==> src/rtl/mult_div_unit.sv <==
// Iterative 32-step multiply/divide unit owning the HI/LO registers.
// MULT/MULTU use MSB-first shift-add; DIV/DIVU use restoring division on operand magnitudes.
module mult_div_unit #(
    parameter int unsigned WIDTH = 32
) (
    input  logic             clk,
    input  logic             reset,
    input  logic             Start,
    input  logic [1:0]       MDOp,
    input  logic [WIDTH-1:0] A,
    input  logic [WIDTH-1:0] B,
    input  logic             HIWrite,
    input  logic             LOWrite,
    input  logic [WIDTH-1:0] WriteData,
    output logic             Busy,
    output logic             Done,
    output logic             DivByZero,
    output logic [WIDTH-1:0] HI,
    output logic [WIDTH-1:0] LO
);
    localparam int unsigned CW = $clog2(WIDTH);

    typedef enum logic [1:0] {IDLE, CALC, FIX} state_t;

    state_t             state_q;
    logic               is_div_q;
    logic               neg_q;
    logic               rem_neg_q;
    logic               dbz_q;
    logic [WIDTH-1:0]   a_q;
    logic [WIDTH-1:0]   b_q;
    logic [WIDTH-1:0]   raw_a_q;
    logic [WIDTH-1:0]   hi_q;
    logic [WIDTH-1:0]   lo_q;
    logic [2*WIDTH-1:0] acc_q;
    logic [2*WIDTH-1:0] acc_d;
    logic [CW-1:0]      cnt_q;
    logic               busy_q;
    logic               done_q;
    logic               dbz_out_q;

    logic               signed_op;
    logic               a_neg;
    logic               b_neg;
    logic [WIDTH-1:0]   a_mag;
    logic [WIDTH-1:0]   b_mag;

    always_comb begin
        signed_op = ~MDOp[0];
        a_neg     = signed_op & A[WIDTH-1];
        b_neg     = signed_op & B[WIDTH-1];
        a_mag     = a_neg ? -A : A;
        b_mag     = b_neg ? -B : B;
    end

    logic [WIDTH:0]   shifted;
    logic [WIDTH-1:0] trial;
    logic [WIDTH-1:0] addend;
    logic             ge;

    // Divide: {remainder, next dividend bit} is a 33-bit value; its top bit forces
    // a successful subtract, so only the low 32 bits need the actual difference.
    always_comb begin
        shifted = {acc_q[2*WIDTH-1:WIDTH], a_q[cnt_q]};
        trial   = shifted[WIDTH-1:0] - b_q;
        ge      = shifted[WIDTH] | (shifted[WIDTH-1:0] >= b_q);
        addend  = b_q[cnt_q] ? a_q : '0;
        if (is_div_q) begin
            acc_d = {(ge ? trial : shifted[WIDTH-1:0]), acc_q[WIDTH-2:0], ge};
        end else begin
            acc_d = {acc_q[2*WIDTH-2:0], 1'b0} + {{WIDTH{1'b0}}, addend};
        end
    end

    logic [2*WIDTH-1:0] prod;
    logic [WIDTH-1:0]   quo;
    logic [WIDTH-1:0]   rem;
    logic [WIDTH-1:0]   res_hi;
    logic [WIDTH-1:0]   res_lo;

    always_comb begin
        prod = neg_q ? -acc_q : acc_q;
        quo  = neg_q ? -acc_q[WIDTH-1:0] : acc_q[WIDTH-1:0];
        rem  = rem_neg_q ? -acc_q[2*WIDTH-1:WIDTH] : acc_q[2*WIDTH-1:WIDTH];
        if (!is_div_q) begin
            res_hi = prod[2*WIDTH-1:WIDTH];
            res_lo = prod[WIDTH-1:0];
        end else if (dbz_q) begin
            res_hi = raw_a_q;
            res_lo = '1;
        end else begin
            res_hi = rem;
            res_lo = quo;
        end
    end

    always_ff @(posedge clk) begin
        if (!reset) begin
            state_q   <= IDLE;
            is_div_q  <= 1'b0;
            neg_q     <= 1'b0;
            rem_neg_q <= 1'b0;
            dbz_q     <= 1'b0;
            a_q       <= '0;
            b_q       <= '0;
            raw_a_q   <= '0;
            hi_q      <= '0;
            lo_q      <= '0;
            acc_q     <= '0;
            cnt_q     <= '0;
            busy_q    <= 1'b0;
            done_q    <= 1'b0;
            dbz_out_q <= 1'b0;
        end else begin
            done_q    <= 1'b0;
            dbz_out_q <= 1'b0;
            case (state_q)
                IDLE: begin
                    if (HIWrite) hi_q <= WriteData;
                    if (LOWrite) lo_q <= WriteData;
                    if (Start) begin
                        state_q   <= CALC;
                        busy_q    <= 1'b1;
                        is_div_q  <= MDOp[1];
                        neg_q     <= a_neg ^ b_neg;
                        rem_neg_q <= a_neg;
                        dbz_q     <= MDOp[1] & (B == '0);
                        a_q       <= a_mag;
                        b_q       <= b_mag;
                        raw_a_q   <= A;
                        acc_q     <= '0;
                        cnt_q     <= CW'(WIDTH - 1);
                    end
                end
                CALC: begin
                    acc_q <= acc_d;
                    if (cnt_q == '0) begin
                        state_q <= FIX;
                    end else begin
                        cnt_q <= cnt_q - 1'b1;
                    end
                end
                FIX: begin
                    hi_q      <= res_hi;
                    lo_q      <= res_lo;
                    done_q    <= 1'b1;
                    dbz_out_q <= dbz_q;
                    busy_q    <= 1'b0;
                    state_q   <= IDLE;
                end
                default: begin
                    state_q <= IDLE;
                    busy_q  <= 1'b0;
                end
            endcase
        end
    end

    assign Busy      = busy_q;
    assign Done      = done_q;
    assign DivByZero = dbz_out_q;
    assign HI        = hi_q;
    assign LO        = lo_q;
endmodule

==> config.mk <==
export PLATFORM = sky130hd
export DESIGN_NAME = mult_div_unit
export DESIGN_NICKNAME = d
export VERILOG_FILES = /design/src/rtl/mult_div_unit.sv
export SDC_FILE = /design/constraint.sdc
export NUM_CORES = 1
export LEC_CHECK = 0
export CAP_MARGIN = 20
export CORE_ASPECT_RATIO = 1.4
export CORE_UTILIZATION = 35
export DETAILED_ROUTE_END_ITERATION = 6
export PLACE_DENSITY_LB_ADDON = 0.1
export SLEW_MARGIN = 20
export SYNTH_ARGS = -nofsm -noshare
export SYNTH_HDL_FRONTEND = slang
export SYNTH_SLANG_ARGS = --single-unit
==> constraint.sdc <==
create_clock -name clk -period 8.7 [get_ports clk]
set_input_delay 2.175 -clock clk [delete_from_list [all_inputs] [get_ports clk]]
set_output_delay 2.175 -clock clk [all_outputs]
set_load 0.02 [all_outputs]
==> run_results.csv, run 1 <==
group,metric,value,unit
floorplanning,dieArea,52100,µm²
routing,post_drt_wl_per_cell,25.0,µm
logic_synthesis,synth-seq-cells,237,
global_routing,gr-usage-all-layers,28.3,%
final_layout,finalNetCount,2548,
worst_setup_path,worstReg2RegEnd,"acc_q[55]",
floorplanning,coreArea,50200,µm²
sta,tightest_slew,1040,ps
worst_setup_path,cpMostUsedCell,"a211oi_1",
logic_synthesis,synth_area_leaders,"dfxtp_1 (26%), nand2_1 (6.7%), xnor2_1 (6.4%), ha_1 (4.9%), a21oi_1 (4.4%)",
global_routing,grt_pass1_wl,112000,µm
place,gp_congestion,0.987,
worst_setup_path,end_kind,"flip-flop",
worst_setup_path,arrival,6490,ps
outcome,status,"finished with violations",
logic_synthesis,synth_nets,2502,
floorplanning,io_pins,170,
logic_synthesis,synth_compound_area_share,27.5,%
clock_network,post-cts-setup-buffers,0,
clock_network,hold_buffers,0,
worst_setup_path,crit_type,"reg -> reg",
power,power.density,165,nW/µm²
worst_hold_path,min_to,"LO[0]",
routing,totalWireLength,75900,µm
floorplanning,placementRows,97,
final_layout,regArea,4750,µm²
clock_network,cts_made_buffers,29,
final_layout,syn_to_final_growth,17.1,%
logic_synthesis,yosysWarnings,0,
logic_synthesis,synth_cells,2327,
worst_hold_path,hold_class,"reg -> reg",
floorplanning,start_util,35.7,%
clock_network,path_clk_slew,70,ps
final_layout,multi_input_area,12200,µm²
power,irDropWorstVdd,0.180,mV
sta,rsz0062_at_grt,"no",
logic_synthesis,synth_top_family_by_area,"compound AO/OA/AOI/OAI gates",
worst_setup_path,crit_path_start_kind,"flip-flop",
worst_hold_path,worstHoldStart,"LO[0]",
logic_synthesis,synthXorXnorAreaFrac,10.7,%
routing,route.met3.wl,2640,µm
worst_setup_path,worstRegToRegCells,15,
sta,setup_violations,0,
routing,ant_nets,0,
logic_synthesis,synthTopCellsByCount,"nand2_1 (321), dfxtp_1 (237), a21oi_1 (157)",
worst_setup_path,critPathSlowestCell,"dfxtp_1",
sta,slew_viol_final,0,
routing,wl_met2,39700,µm
worst_setup_path,path_buf_inv,0,
power,power,0.00347,W
logic_synthesis,yosys.area_share.simple,20.5,%
place,placed_area,20000,µm²
worst_setup_path,r2r_slack,2700,ps
clock_network,cts_resized,0,
worst_setup_path,worstPathMaxFanout,19,
sta,min_period,6000,ps
worst_setup_path,cp.required,9180,ps
sta,tns,0,ps
floorplanning,die_w,193,µm
worst_setup_path,path_cells,"mux4_2, mux4_2, mux2i_2, nor2b_1, ha_1, fa_1, a211oi_1, o21ai_0, o21ai_1, a211oi_1, o21ai_1, a21oi_1, a211oi_1, a31oi_1, a31o_1",
worst_setup_path,rr_startpoint,"cnt_q[1]",
logic_synthesis,synth_most_common_cell,"nand2_1",
routing,dr.pass1.iters,7,
final_layout,layout-drive-gt1-share,5.89,%
worst_setup_path,path_depth,15,
sta,relSlewSlack,30.7,%
global_routing,grt_pass1_vias,17500,
final_layout,fillers,5266,
logic_synthesis,synth_edf_count,0,
routing,drtIter0Drc,1250,
routing,routed_via_density,5.88,
global_routing,grt_max_degree,98,
routing,vias,17900,
sta,finClkSkew,25.1,ps
logic_synthesis,ys.flop_type,"dfxtp_1",
routing,drc,22,
logic_synthesis,seq_area_frac_synth,26.5,%
clock_network,cts_sinks,237,
global_routing,grt_overflow,0,
place,place_hpwl,58400,µm
worst_setup_path,startpoint,"cnt_q[1]",
logic_synthesis,yosys.area.top_type,"dfxtp_1",
logic_synthesis,synthAdderAreaFrac,5.11,%
logic_synthesis,syn_avg_cell_area,7.70,µm²
clock_network,cts_tree,"done",
routing,highest_layer,"met5",
sta,timing.final.hold_violations,0,
outcome,violations,"DRC",
final_layout,post-route-cell-area,21000,µm²
logic_synthesis,netlist.area_leader.share,26.5,%
sta,timing.final.crit_share,69.0,%
sta,max_freq,167,MHz
place,numPortBuffers,169,
logic_synthesis,synthMuxAreaShare,4.11,%
clock_network,clock_latency,600,ps
clock_network,h-tree-depth,1,
routing,drt-met1-wl,28500,µm
logic_synthesis,synthesis.area,17900,µm²
floorplanning,die_h,270,µm
logic_synthesis,async_flop_share,0,%
global_routing,antenna_found_initial,1,
clock_network,ctsRootBufferMaster,"clkbuf_16",
flow_run,cap_violations,0,
power,power.leakage,8.04,nW
worst_setup_path,critPathTopFamily,"compound AO/OA/AOI/OAI gates",
worst_hold_path,hold_depth,2,
logic_synthesis,ys_types,92,
worst_setup_path,slowest_delay,990,ps
clock_network,clockBufferDepth,3,
## metrics by stage
| stage | util (%) | std cells | setup slack (ps) | hold WS (ps) |
|---|---|---|---|---|
| 5_1_grt | 41.8 | 3037 | 2380 | 466 |
| 3_5_place_dp | 39.7 | 2985 | 2400 | 443 |
| 3_3_place_gp | 39.7 | 2985 | 2570 | 439 |
| 2_1_floorplan | - | 2327 | 3630 | 437 |
| 6_report | 41.8 | 3038 | 2700 | 452 |
| 4_1_cts | 41.8 | 3037 | 2370 | 452 |
## cell type report
cell class                 instances  area share [%]
inverter                          84            1.50
sequential                       237            22.6
timing repair buffer             197            9.05
antenna                            1          0.0119
clock inverter                    16            1.13
multi-input combinational       1824            58.1
clock buffer                      36            3.77
tap                              643            3.83
## how the worst max path moves through the flow
stage,end
after floorplan,acc_q[60]
after global placement,acc_q[55]
after detailed placement,acc_q[55]
after CTS,acc_q[55]
after global routing,acc_q[49]
final,acc_q[55]
## worst min-delay path, stage by stage (launching register included)
cell	delay, ps
dfxtp_1	310
nand2_1	50
a21oi_1	50
## logic make-up (layout without fill, tap and decap cells)
kind of cell / count (synthesis) / in the layout
flip-flops: 237 / 237
AND/OR/NAND/NOR: 756 / 756
multiplexers: 48 / 48
adder cells (fa/ha/maj): 72 / 72
other: 0 / 1
AO/OA/AOI/OAI: 730 / 730
buffers and inverters: 266 / 333
XOR/XNOR: 218 / 218
## layout by cell type, fill, tap and decap left out, types with 41 or more instances in the layout
cell type / count
o221ai_1: 53
clkdlybuf4s50_1: 168
a21oi_1: 157
inv_1: 82
xnor2_1: 130
nor2b_1: 42
o21ai_0: 132
dfxtp_1: 234
a21boi_0: 60
nand3_1: 41
ha_1: 70
nand2_1: 320
nor2_1: 127
xor2_1: 88
## layer usage
metal  up-vias  global-route usage [%]
met4         2                    17.2
met1      8705                    31.0
li1       8521                       -
met5         -                       0
met3       156                    2.15
met2       494                    52.8
## sequential cells by signal, indices dropped and copies added, names as in the netlist
name and count:
is_div_q 1, LO 32, dbz_q 1, acc_q 64, raw_a_q 31, b_q 32, neg_q 1, Busy 1
HI 32, rem_neg_q 1, state_q 2, DivByZero 1, Done 1, a_q 32, cnt_q 5
## power by group
group,internal (W),switching [W],total [W]
combinational,0.000336,0.000529,0.000865
sequential,0.00116,0.0000983,0.00126
clock,0.000796,0.000544,0.00134
total,0.00229,0.00117,0.00347
(Power assumes the default switching activity.)
==> inputs of run 2 (changes only) <==
==> constraint.sdc (replaced) <==
create_clock -name clk -period 5.25 [get_ports clk]
set_input_delay 1.3125 -clock clk [delete_from_list [all_inputs] [get_ports clk]]
set_output_delay 1.3125 -clock clk [all_outputs]
set_load 0.02 [all_outputs]
==> run 2 against run 1 <==
Compared with the run above: largest cell class unchanged; sequential share of layout area fell by 0.37 points; critical path depth grew 4; final area increased by 1.7%; the run still ends with DRC left; final cell count increased by 1.5%; routed wire length is 1.1% lower; first-iteration DRC count is 9.2% higher; highest routed layer is now met4; fmax rose by 22%; non-clock buffer count increased by 50; clock skew rose by 7.2 ps.
==> run_results.csv, run 2 (same netlist as run 1, synthesis figures left out) <==
group,metric,value,unit
floorplanning,io_pins,170,
worst_setup_path,crit_path_start_kind,"flip-flop",
place,gp_congestion,0.923,
worst_setup_path,path_cells,"buf_12, mux4_2, mux4_2, mux2i_2, buf_12, nor2b_1, ha_1, o21ai_0, a211oi_1, o21ai_1, buf_4, a211oi_1, o21ai_1, buf_4, a21oi_1, buf_4, a21oi_1, a31oi_1, nand4_1",
sta,min_period,4930,ps
routing,dr.pass1.iters,7,
clock_network,cts_sinks,237,
global_routing,grt_overflow,0,
global_routing,grt_max_degree,98,
final_layout,antenna_cells,0,
power,irDropWorstVdd,0.263,mV
routing,post_drt_wl_per_cell,24.3,µm
clock_network,cts_made_buffers,28,
worst_setup_path,arrival,5380,ps
routing,ant_nets,0,
routing,drtIter0Drc,1365,
worst_setup_path,cp.required,5710,ps
final_layout,layout_common_cells,"nand2_1 (321), dfxtp_1 (234), clkdlybuf4s50_1 (168)",
sta,timing.final.crit_share,93.8,%
clock_network,hold_buffers,0,
sta,holdWs,451,ps
clock_network,ctsRootBufferMaster,"clkbuf_16",
final_layout,largest_reg_flops,64,
clock_network,post-cts-setup-buffers,0,
sta,timing.final.hold_violations,0,
global_routing,grt_pass1_vias,17200,
routing,drc,10,
final_layout,fillers,5241,
final_layout,regArea,4750,µm²
worst_setup_path,critPathSlowestCell,"a21oi_1",
sta,slew_viol_final,0,
final_layout,final_util,42.5,%
final_layout,layout-drive-gt1-share,7.62,%
outcome,violations,"DRC",
power,power.density,264,nW/µm²
floorplanning,start_util,35.7,%
clock_network,h-tree-depth,1,
power,power.leakage,8.29,nW
sta,tns,0,ps
routing,vias,17800,
sta,tightest_slew,1020,ps
clock_network,clock_latency,600,ps
sta,rsz0062_at_grt,"no",
sta,setup_violations,0,
global_routing,gr-usage-all-layers,27.7,%
floorplanning,die_w,193,µm
sta,relSlewSlack,32.1,%
worst_setup_path,slowest_delay,540,ps
worst_setup_path,crit_type,"reg -> reg",
final_layout,multi_input_area,12200,µm²
floorplanning,dieArea,52100,µm²
final_layout,final_common_cell,"nand2_1",
floorplanning,die_h,270,µm
floorplanning,coreArea,50200,µm²
clock_network,path_clk_slew,60,ps
place,place_hpwl,59200,µm
sta,max_freq,203,MHz
final_layout,finalNetCount,2597,
power,power,0.00564,W
worst_hold_path,hold_class,"reg -> reg",
clock_network,clockBufferDepth,3,
final_layout,syn_to_final_growth,19.1,%
global_routing,grt_pass1_wl,110000,µm
place,numPortBuffers,169,
outcome,status,"finished with violations",
clock_network,cts_tree,"done",
floorplanning,placementRows,97,
global_routing,antenna_found_initial,0,
worst_setup_path,end_kind,"flip-flop",
worst_setup_path,cpMostUsedCell,"buf_4",
sta,finClkSkew,32.4,ps
routing,routed_via_density,5.77,
final_layout,regMostFlops,"acc_q",
clock_network,cts_resized,0,
worst_setup_path,worstPathMaxFanout,32,
routing,totalWireLength,75000,µm
place,pre_cts_slack,245,ps
flow_run,cap_violations,0,
sta,setup_ws,325,ps
[run 2: through the flow]
stage,instance area (µm²),cells
floorplan,17900,2327
global placement,20400,3035
detailed placement,20400,3035
CTS,21300,3085
global route,21300,3085
finish,21300,3085
[run 2: area by class of cell]
class,count,area share (%)
Sequential cell,237,22.3
Tap cell,643,3.77
Inverter,84,1.48
Timing Repair Buffer,247,10.9
Multi-Input combinational cell,1824,57.1
Clock inverter,15,0.985
Clock buffer,35,3.50
[run 2: per-layer routing]
layer	share of wire (%)	global-route usage [%]	vias to the layer above	routed length (µm)
li1	-	-	8628	-
met1	38	29.9	8596	28300
met2	52	51.4	433	38800
met3	3.1	2.19	154	2340
met4	7.4	19.1	0	5580
met5	0	0	-	0
[run 2: power breakdown]
part	internal (W)	leakage, nW	switching, W	total [W]
Sequential	0.00193	1.94	0.000144	0.00207
Combinational	0.000595	5.87	0.000893	0.00149
Clock	0.00121	0.469	0.000873	0.00208
Total	0.00373	8.29	0.00191	0.00564
[run 2: worst max-delay path, delay by kind of cell, from the launching register on]
kind / cells / cell delay, ps
AO/OA/AOI/OAI: 8 / 1660
multiplexers: 3 / 1220
buffers and inverters: 5 / 980
flip-flops: 1 / 360
adder cells (fa/ha/maj): 1 / 360
AND/OR/NAND/NOR: 2 / 170
[run 2: final timing paths]
path	start	endpoint	slack, ps	cells past startpoint
min	LO[4]	LO[4]	450	2
max	cnt_q[0]	acc_q[61]	320	19
max reg2reg	cnt_q[0]	acc_q[61]	320	19
min reg2reg	LO[4]	LO[4]	450	2
